===== src/rtl/spi_ram_arbiter.sv =====
// Multi-port SPI slave hub: per-port opcode FSM, shared mailboxes and a sticky
// round-robin grant to one serial RAM bus with registered pin passthrough.
module spi_ram_arbiter #(
  parameter int NUM_PORTS  = 2,
  parameter int DATA_WIDTH = 8,
  parameter int IDX_WIDTH  = 3
) (
  input  logic                 clk,
  input  logic                 reset_n,
  input  logic [NUM_PORTS-1:0] spi_nss,
  input  logic [NUM_PORTS-1:0] spi_sck,
  input  logic [NUM_PORTS-1:0] spi_mosi,
  output logic [NUM_PORTS-1:0] spi_miso,
  output logic                 ram_nss,
  output logic                 ram_sck,
  output logic                 ram_mosi,
  input  logic                 ram_miso,
  output logic [NUM_PORTS-1:0] ram_grant
);
  // state     | meaning
  // ST_IDLE   | nss high, port inactive
  // ST_OPCODE | receiving the opcode byte
  // ST_STATUS | returning {pending, granted} every byte
  // ST_WMBOX  | each byte overwrites own mailbox
  // ST_RIDX   | receiving mailbox index
  // ST_RDATA  | returning mailbox[index] every byte
  // ST_REQ    | request issued, returns 0
  // ST_REL    | release issued, returns 0
  // ST_ACCESS | RAM passthrough when granted
  // ST_IGNORE | unknown opcode, miso 0 until nss rises
  typedef enum logic [3:0] {
    ST_IDLE, ST_OPCODE, ST_STATUS, ST_WMBOX, ST_RIDX,
    ST_RDATA, ST_REQ, ST_REL, ST_ACCESS, ST_IGNORE
  } state_t;

  localparam int CW  = $clog2(DATA_WIDTH);
  localparam int NMB = 2**IDX_WIDTH;
  localparam logic [DATA_WIDTH-1:0] OP_STATUS = DATA_WIDTH'(1);
  localparam logic [DATA_WIDTH-1:0] OP_WMBOX  = DATA_WIDTH'(2);
  localparam logic [DATA_WIDTH-1:0] OP_RMBOX  = DATA_WIDTH'(3);
  localparam logic [DATA_WIDTH-1:0] OP_REQ    = DATA_WIDTH'(4);
  localparam logic [DATA_WIDTH-1:0] OP_REL    = DATA_WIDTH'(5);
  localparam logic [DATA_WIDTH-1:0] OP_ACCESS = DATA_WIDTH'(6);

  logic [NUM_PORTS-1:0]  r_nss_s1, r_nss_s2, r_sck_s1, r_sck_s2, r_sck_q;
  logic [NUM_PORTS-1:0]  r_mosi_s1, r_mosi_s2;
  logic [NUM_PORTS-1:0]  r_miso, r_pending, r_grant, r_idx_ok;
  logic [IDX_WIDTH-1:0]  r_last;
  state_t                r_state [NUM_PORTS];
  logic [CW-1:0]         r_cnt   [NUM_PORTS];
  logic [DATA_WIDTH-1:0] r_rx    [NUM_PORTS];
  logic [DATA_WIDTH-1:0] r_tx    [NUM_PORTS];
  logic [IDX_WIDTH-1:0]  r_idx   [NUM_PORTS];
  logic [DATA_WIDTH-1:0] r_mbox  [NMB];
  logic                  r_ram_nss, r_ram_sck, r_ram_mosi;

  state_t                w_state_nxt [NUM_PORTS];
  logic [DATA_WIDTH-1:0] w_resp      [NUM_PORTS];
  logic [NUM_PORTS-1:0]  w_rise, w_fall, w_done, w_req, w_rel, w_wr, w_idx_ld, w_access;
  logic [IDX_WIDTH-1:0]  w_win;
  logic                  w_win_vld, w_ram_act;

  assign w_rise    = r_sck_s2 & ~r_sck_q;
  assign w_fall    = ~r_sck_s2 & r_sck_q;
  assign w_ram_act = |(r_grant & w_access);

  always_comb begin
    w_done   = '0;
    w_req    = '0;
    w_rel    = '0;
    w_wr     = '0;
    w_idx_ld = '0;
    w_access = '0;
    for (int p = 0; p < NUM_PORTS; p++) begin
      w_state_nxt[p] = r_state[p];
      w_resp[p]      = '0;
      w_done[p]      = w_fall[p] && (r_cnt[p] == CW'(DATA_WIDTH-1));
      w_access[p]    = (r_state[p] == ST_ACCESS);
      if (r_nss_s2[p]) begin
        w_state_nxt[p] = ST_IDLE;
      end else begin
        case (r_state[p])
          ST_IDLE: w_state_nxt[p] = ST_OPCODE;
          ST_OPCODE: if (w_done[p]) begin
            case (r_rx[p])
              OP_STATUS: begin
                w_state_nxt[p] = ST_STATUS;
                w_resp[p] = {{(DATA_WIDTH-2){1'b0}}, r_pending[p], r_grant[p]};
              end
              OP_WMBOX:  w_state_nxt[p] = ST_WMBOX;
              OP_RMBOX:  w_state_nxt[p] = ST_RIDX;
              OP_REQ:    begin w_state_nxt[p] = ST_REQ; w_req[p] = 1'b1; end
              OP_REL:    begin w_state_nxt[p] = ST_REL; w_rel[p] = 1'b1; end
              OP_ACCESS: w_state_nxt[p] = ST_ACCESS;
              default:   w_state_nxt[p] = ST_IGNORE;
            endcase
          end
          ST_STATUS: if (w_done[p])
            w_resp[p] = {{(DATA_WIDTH-2){1'b0}}, r_pending[p], r_grant[p]};
          ST_WMBOX: w_wr[p] = w_done[p];
          ST_RIDX: if (w_done[p]) begin
            w_state_nxt[p] = ST_RDATA;
            w_idx_ld[p]    = 1'b1;
            if (r_rx[p] < DATA_WIDTH'(NUM_PORTS)) w_resp[p] = r_mbox[r_rx[p][IDX_WIDTH-1:0]];
          end
          ST_RDATA: if (w_done[p] && r_idx_ok[p]) w_resp[p] = r_mbox[r_idx[p]];
          default: ;
        endcase
      end
    end
  end

  // Ports above last_grant take priority; the second loop overrides the first.
  always_comb begin
    w_win     = '0;
    w_win_vld = 1'b0;
    if (r_grant == '0) begin
      for (int i = NUM_PORTS-1; i >= 0; i--)
        if (r_pending[i] && (IDX_WIDTH'(i) <= r_last)) begin
          w_win = IDX_WIDTH'(i); w_win_vld = 1'b1;
        end
      for (int i = NUM_PORTS-1; i >= 0; i--)
        if (r_pending[i] && (IDX_WIDTH'(i) > r_last)) begin
          w_win = IDX_WIDTH'(i); w_win_vld = 1'b1;
        end
    end
  end

  always_ff @(posedge clk or negedge reset_n) begin
    if (!reset_n) begin
      r_nss_s1 <= '1; r_nss_s2 <= '1;
      r_sck_s1 <= '0; r_sck_s2 <= '0; r_sck_q <= '0;
      r_mosi_s1 <= '0; r_mosi_s2 <= '0;
      r_miso <= '0; r_pending <= '0; r_grant <= '0; r_idx_ok <= '0;
      r_last <= IDX_WIDTH'(NUM_PORTS-1);
      r_ram_nss <= 1'b1; r_ram_sck <= 1'b0; r_ram_mosi <= 1'b0;
      for (int p = 0; p < NUM_PORTS; p++) begin
        r_state[p] <= ST_IDLE; r_cnt[p] <= '0; r_rx[p] <= '0;
        r_tx[p] <= '0; r_idx[p] <= '0;
      end
      for (int i = 0; i < NMB; i++) r_mbox[i] <= '0;
    end else begin
      r_nss_s1 <= spi_nss;   r_nss_s2 <= r_nss_s1;
      r_sck_s1 <= spi_sck;   r_sck_s2 <= r_sck_s1;   r_sck_q <= r_sck_s2;
      r_mosi_s1 <= spi_mosi; r_mosi_s2 <= r_mosi_s1;
      for (int p = 0; p < NUM_PORTS; p++) begin
        r_state[p] <= w_state_nxt[p];
        if (r_nss_s2[p]) begin
          r_cnt[p] <= '0;
          r_tx[p]  <= '0;
          r_miso[p] <= 1'b0;
        end else begin
          if (w_rise[p]) r_rx[p] <= {r_mosi_s2[p], r_rx[p][DATA_WIDTH-1:1]};
          if (w_fall[p]) begin
            r_cnt[p] <= w_done[p] ? '0 : r_cnt[p] + 1'b1;
            r_tx[p]  <= w_done[p] ? w_resp[p] : (r_tx[p] >> 1);
          end
          if (w_access[p]) r_miso[p] <= r_grant[p] & ram_miso;
          else             r_miso[p] <= r_tx[p][0];
        end
        if (w_wr[p]) r_mbox[p] <= r_rx[p];
        if (w_idx_ld[p]) begin
          r_idx[p]    <= r_rx[p][IDX_WIDTH-1:0];
          r_idx_ok[p] <= (r_rx[p] < DATA_WIDTH'(NUM_PORTS));
        end
        if (w_req[p] && !r_grant[p]) r_pending[p] <= 1'b1;
        if (w_rel[p] && !r_grant[p]) r_pending[p] <= 1'b0;
        if (w_rel[p] &&  r_grant[p]) r_grant[p]   <= 1'b0;
        if (w_win_vld && (w_win == IDX_WIDTH'(p))) begin
          r_pending[p] <= 1'b0;
          r_grant[p]   <= 1'b1;
        end
      end
      if (w_win_vld) r_last <= w_win;
      if (w_ram_act) begin
        r_ram_nss  <= |(r_grant & r_nss_s2);
        r_ram_sck  <= |(r_grant & r_sck_s2);
        r_ram_mosi <= |(r_grant & r_mosi_s2);
      end else begin
        r_ram_nss  <= 1'b1;
        r_ram_sck  <= 1'b0;
        r_ram_mosi <= 1'b0;
      end
    end
  end

  assign spi_miso  = r_miso;
  assign ram_grant = r_grant;
  assign ram_nss   = r_ram_nss;
  assign ram_sck   = r_ram_sck;
  assign ram_mosi  = r_ram_mosi;
endmodule


===== config.mk =====
export PLATFORM = sky130hd
export DESIGN_NAME = spi_ram_arbiter
export DESIGN_NICKNAME = d
export VERILOG_FILES = /design/src/rtl/spi_ram_arbiter.sv
export SDC_FILE = /design/constraint.sdc
export NUM_CORES = 1
export LEC_CHECK = 0
export ABC_CLOCK_PERIOD_IN_PS = 3100
export CAP_MARGIN = 30
export CORE_ASPECT_RATIO = 1.2
export CORE_MARGIN = 2
export CORE_UTILIZATION = 45
export CTS_CLUSTER_SIZE = 40
export DETAILED_ROUTE_END_ITERATION = 8
export GPL_TIMING_DRIVEN = 1
export PLACE_DENSITY_LB_ADDON = 0.12
export SYNTH_ARGS = -nofsm -noshare
export SYNTH_HDL_FRONTEND = slang
export SYNTH_SLANG_ARGS = --single-unit

===== constraint.sdc =====
create_clock -name clk -period 3.1 [get_ports clk]
set_input_delay 0.62 -clock clk [delete_from_list [all_inputs] [get_ports clk]]
set_output_delay 0.62 -clock clk [all_outputs]
set_load 0.01 [all_outputs]

==> qor.yml <==
status:
  status: "finished, final reports clean"
timing:
  relSlewSlack_pct: 40.5
  worst_slew_pin_slew_ns: 0.891
  fmaxAchievable_ghz: 0.421
  setup_tns_ns: 0
  fin_crit_sh_pct: 76.6
  finalHoldViolations: 0
  slew_violations: 0
  finalWorstSetupSlack_ns: 0.725
  finalClockSkew_ns: 0.00773
  rsz0062_at_grt: "no"
  min_period_ns: 2.37
  setup_viol: 0
placement:
  placed_area_mm2: 0.00493
  gp_congestion: 0.815
  placed_cells: 549
  io_buffer_count: 15
  post-dp-hpwl_mm: 7.10
  pre_cts_ws_ns: 0.702
finish:
  fin_nets: 447
  fin_cells: 565
  multi_input_comb_area_mm2: 0.00218
  layout_commonest_cell: "dfrtp_1"
  register_area_mm2: 0.00236
  layout_common_cells: "dfrtp_1, mux2_2, a21oi_1, nand2_1, mux2i_1"
  num_antenna_cells: 0
  fill_cells: 879
  design_area_mm2: 0.00522
  drive_gt1_share_pct: 19.6
  area.growth.synth_to_final_pct: 11.4
cts:
  insertion_delay_ns: 0.34
  cts_setup_buffers: 0
  clockBufferDepth: 2
  h-tree-depth: 3
  cts.sinks: 94
  post_cts_resized: 0
  root_buffer: "clkbuf_16"
  cts_hold_buf: 0
  clk_pin_slew_worst_paths_ns: 0.06
  numCtsBuffers: 9
  cts_tree: "yes"
yosys:
  async_reset_ff_share_pct: 100
  synth_compound_area_share_pct: 11.2
  ys_seq_elements: 94
  ys_seq_area_share_pct: 50.4
  yosysTopAreaCellShare_pct: 47.0
  synth_fa_ha_area_share_pct: 1.07
  synth_cell_types: 52
  synth.mux.area_fraction_pct: 16.5
  synth_ff_type: "dfrtp_1"
  synth_top_family_by_area: "simple AND/OR/NAND/NOR gates"
  synth-edff-count: 0
  yosys-top-cells-area: "dfrtp_1, mux2_2, mux2i_1"
  synth_fp_nets: 443
  ys_warn_count: 48
  syn_avg_cell_area_um2: 10.9
  synth_xor_area_share_pct: 0.374
  synth_simple_gate_area_share_pct: 17.4
  synth_area_mm2: 0.00468
  netlist_instances: 430
  yosys.area.top_type: "dfrtp_1"
floorplan:
  start_util_pct: 46.6
  fp.dieW_um: 97.1
  die_area_mm2: 0.0112
  rows: 40
  io_pins: 16
  dieHeight_um: 116
  core_area_mm2: 0.0101
global_routing:
  grt_pass1_vias: 3351
  grt_pass1_wl_mm: 17.6
  antenna_found_initial: 0
  globalRouteTotalUtil_pct: 19.9
  grt_max_degree: 95
  overflow: 0
worst_hold_path:
  min_path_type: "primary input to async pin"
setup_path:
  required_ns: 3.32
  crit_path_end_kind: "flop"
  rrSetupSlack_ns: 0.73
  worst-path-max-fanout: 11
  startpoint_type: "flop"
  reg2regPathDepth: 6
  path_class: "flop to flop"
  r2r_start: "r_cnt[0]"
  r2r-end: "r_mbox[55]"
  worstPathArrival_ns: 2.60
routing:
  vias: 3332
  drc: 0
  wl_per_cell_um: 18.3
  wirelength_mm: 10.3
  dr.pass1.iters: 5
  vias_per_cell: 5.90
  ant_nets: 0
  first_iter_violations: 198
pwr:
  vdd_drop_max_mv: 0.395
  powerDensity_mw_per_mm2: 566
  leakagePower_nw: 2.17
job:
  maxCapViolations: 0
## flip-flops by register name (all words and copies together) (netlist names), 6 cells and up
register,flops
r_tx,16
r_mbox,16
r_rx,16
r_idx,6
r_state,8
r_cnt,6
## how the worst max path moves through the flow
stage	end	startpoint	cells after the start	slack, ns
detailed placement	r_mbox[55]	r_cnt[0]	6	0.70
floorplan	r_mbox[48]	r_cnt[0]	7	0.99
finish	r_mbox[55]	r_cnt[0]	6	0.73
global placement	r_mbox[55]	r_cnt[0]	6	0.80
CTS	r_mbox[55]	r_cnt[0]	6	0.69
global route	r_mbox[55]	r_cnt[0]	6	0.49
## report_power, final
group / switching, mW / internal [mW] / total [mW]
Combinational: 0.185 / 0.192 / 0.377
Sequential: 0.190 / 1.33 / 1.52
Clock: 0.452 / 0.607 / 1.06
Total: 0.827 / 2.12 / 2.95
## cell usage after synthesis (2+ instances only)
cell type,count
o22ai_1,10
ha_1,4
dfrtp_1,88
a21o_1,10
nor4_1,10
nand3_1,15
nor3_1,4
o21ai_0,12
nand3b_1,6
nand2b_1,12
dfstp_2,6
or4_1,5
a31oi_1,4
a21oi_1,31
nor2_1,19
o211ai_1,2
a22oi_1,4
clkbuf_1,21
a211oi_1,5
or4b_2,2
nand4_1,2
buf_2,2
or4b_1,3
inv_1,7
and3_1,3
buf_1,4
nor2b_1,6
or3_1,7
nand2_1,29
mux2i_1,22
mux2_2,49
nor3b_1,2
nor4b_1,4
nand4bb_1,2
## worst max-delay path, stage by stage (launching register included)
cell,delay (ns)
dfrtp_1,0.37
ha_1,0.16
ha_1,0.19
inv_1,0.16
nor3_2,0.49
nand4_1,0.47
mux2_2,0.42
## cell type report
| type | count | share of cell area (%) |
|---|---|---|
| clock buffers | 13 | 5.18 |
| inverters | 7 | 0.504 |
| multi-input cells | 300 | 41.7 |
| repair buffers | 22 | 3.98 |
| well taps | 126 | 3.02 |
| clock inverters | 3 | 0.336 |
| flip-flops and latches | 94 | 45.2 |
## routing by layer
metal  vias up  track usage, %  part of all wire (%)
met3        16            3.38                   3.7
met2        64            32.3                    48
li1       1595               -                     -
met4         0            9.11                   2.6
met1      1657            26.4                    46
met5         -               0                     0
## through the flow
step | power [mW] | hold slack, ns | util (%)
floorplan | 1.77 | 0.324 | -
global placement | 1.91 | 0.335 | 48.9
detailed placement | 1.92 | 0.344 | 49.0
CTS | 2.99 | 0.344 | 51.9
global route | 3.11 | 0.359 | 51.9
finish | 2.95 | 0.327 | 51.9
## cell families (layout without fill, tap and decap cells)
logic type / count (synthesis) / in the layout
AO/OA/AOI/OAI: 85 / 85
XOR/XNOR: 2 / 2
adder cells (fa/ha/maj): 4 / 4
buffers and inverters: 36 / 45
flip-flops: 94 / 94
multiplexers: 71 / 71
AND/OR/NAND/NOR: 138 / 138
No activity file was read; power rests on OpenSTA's default activity.
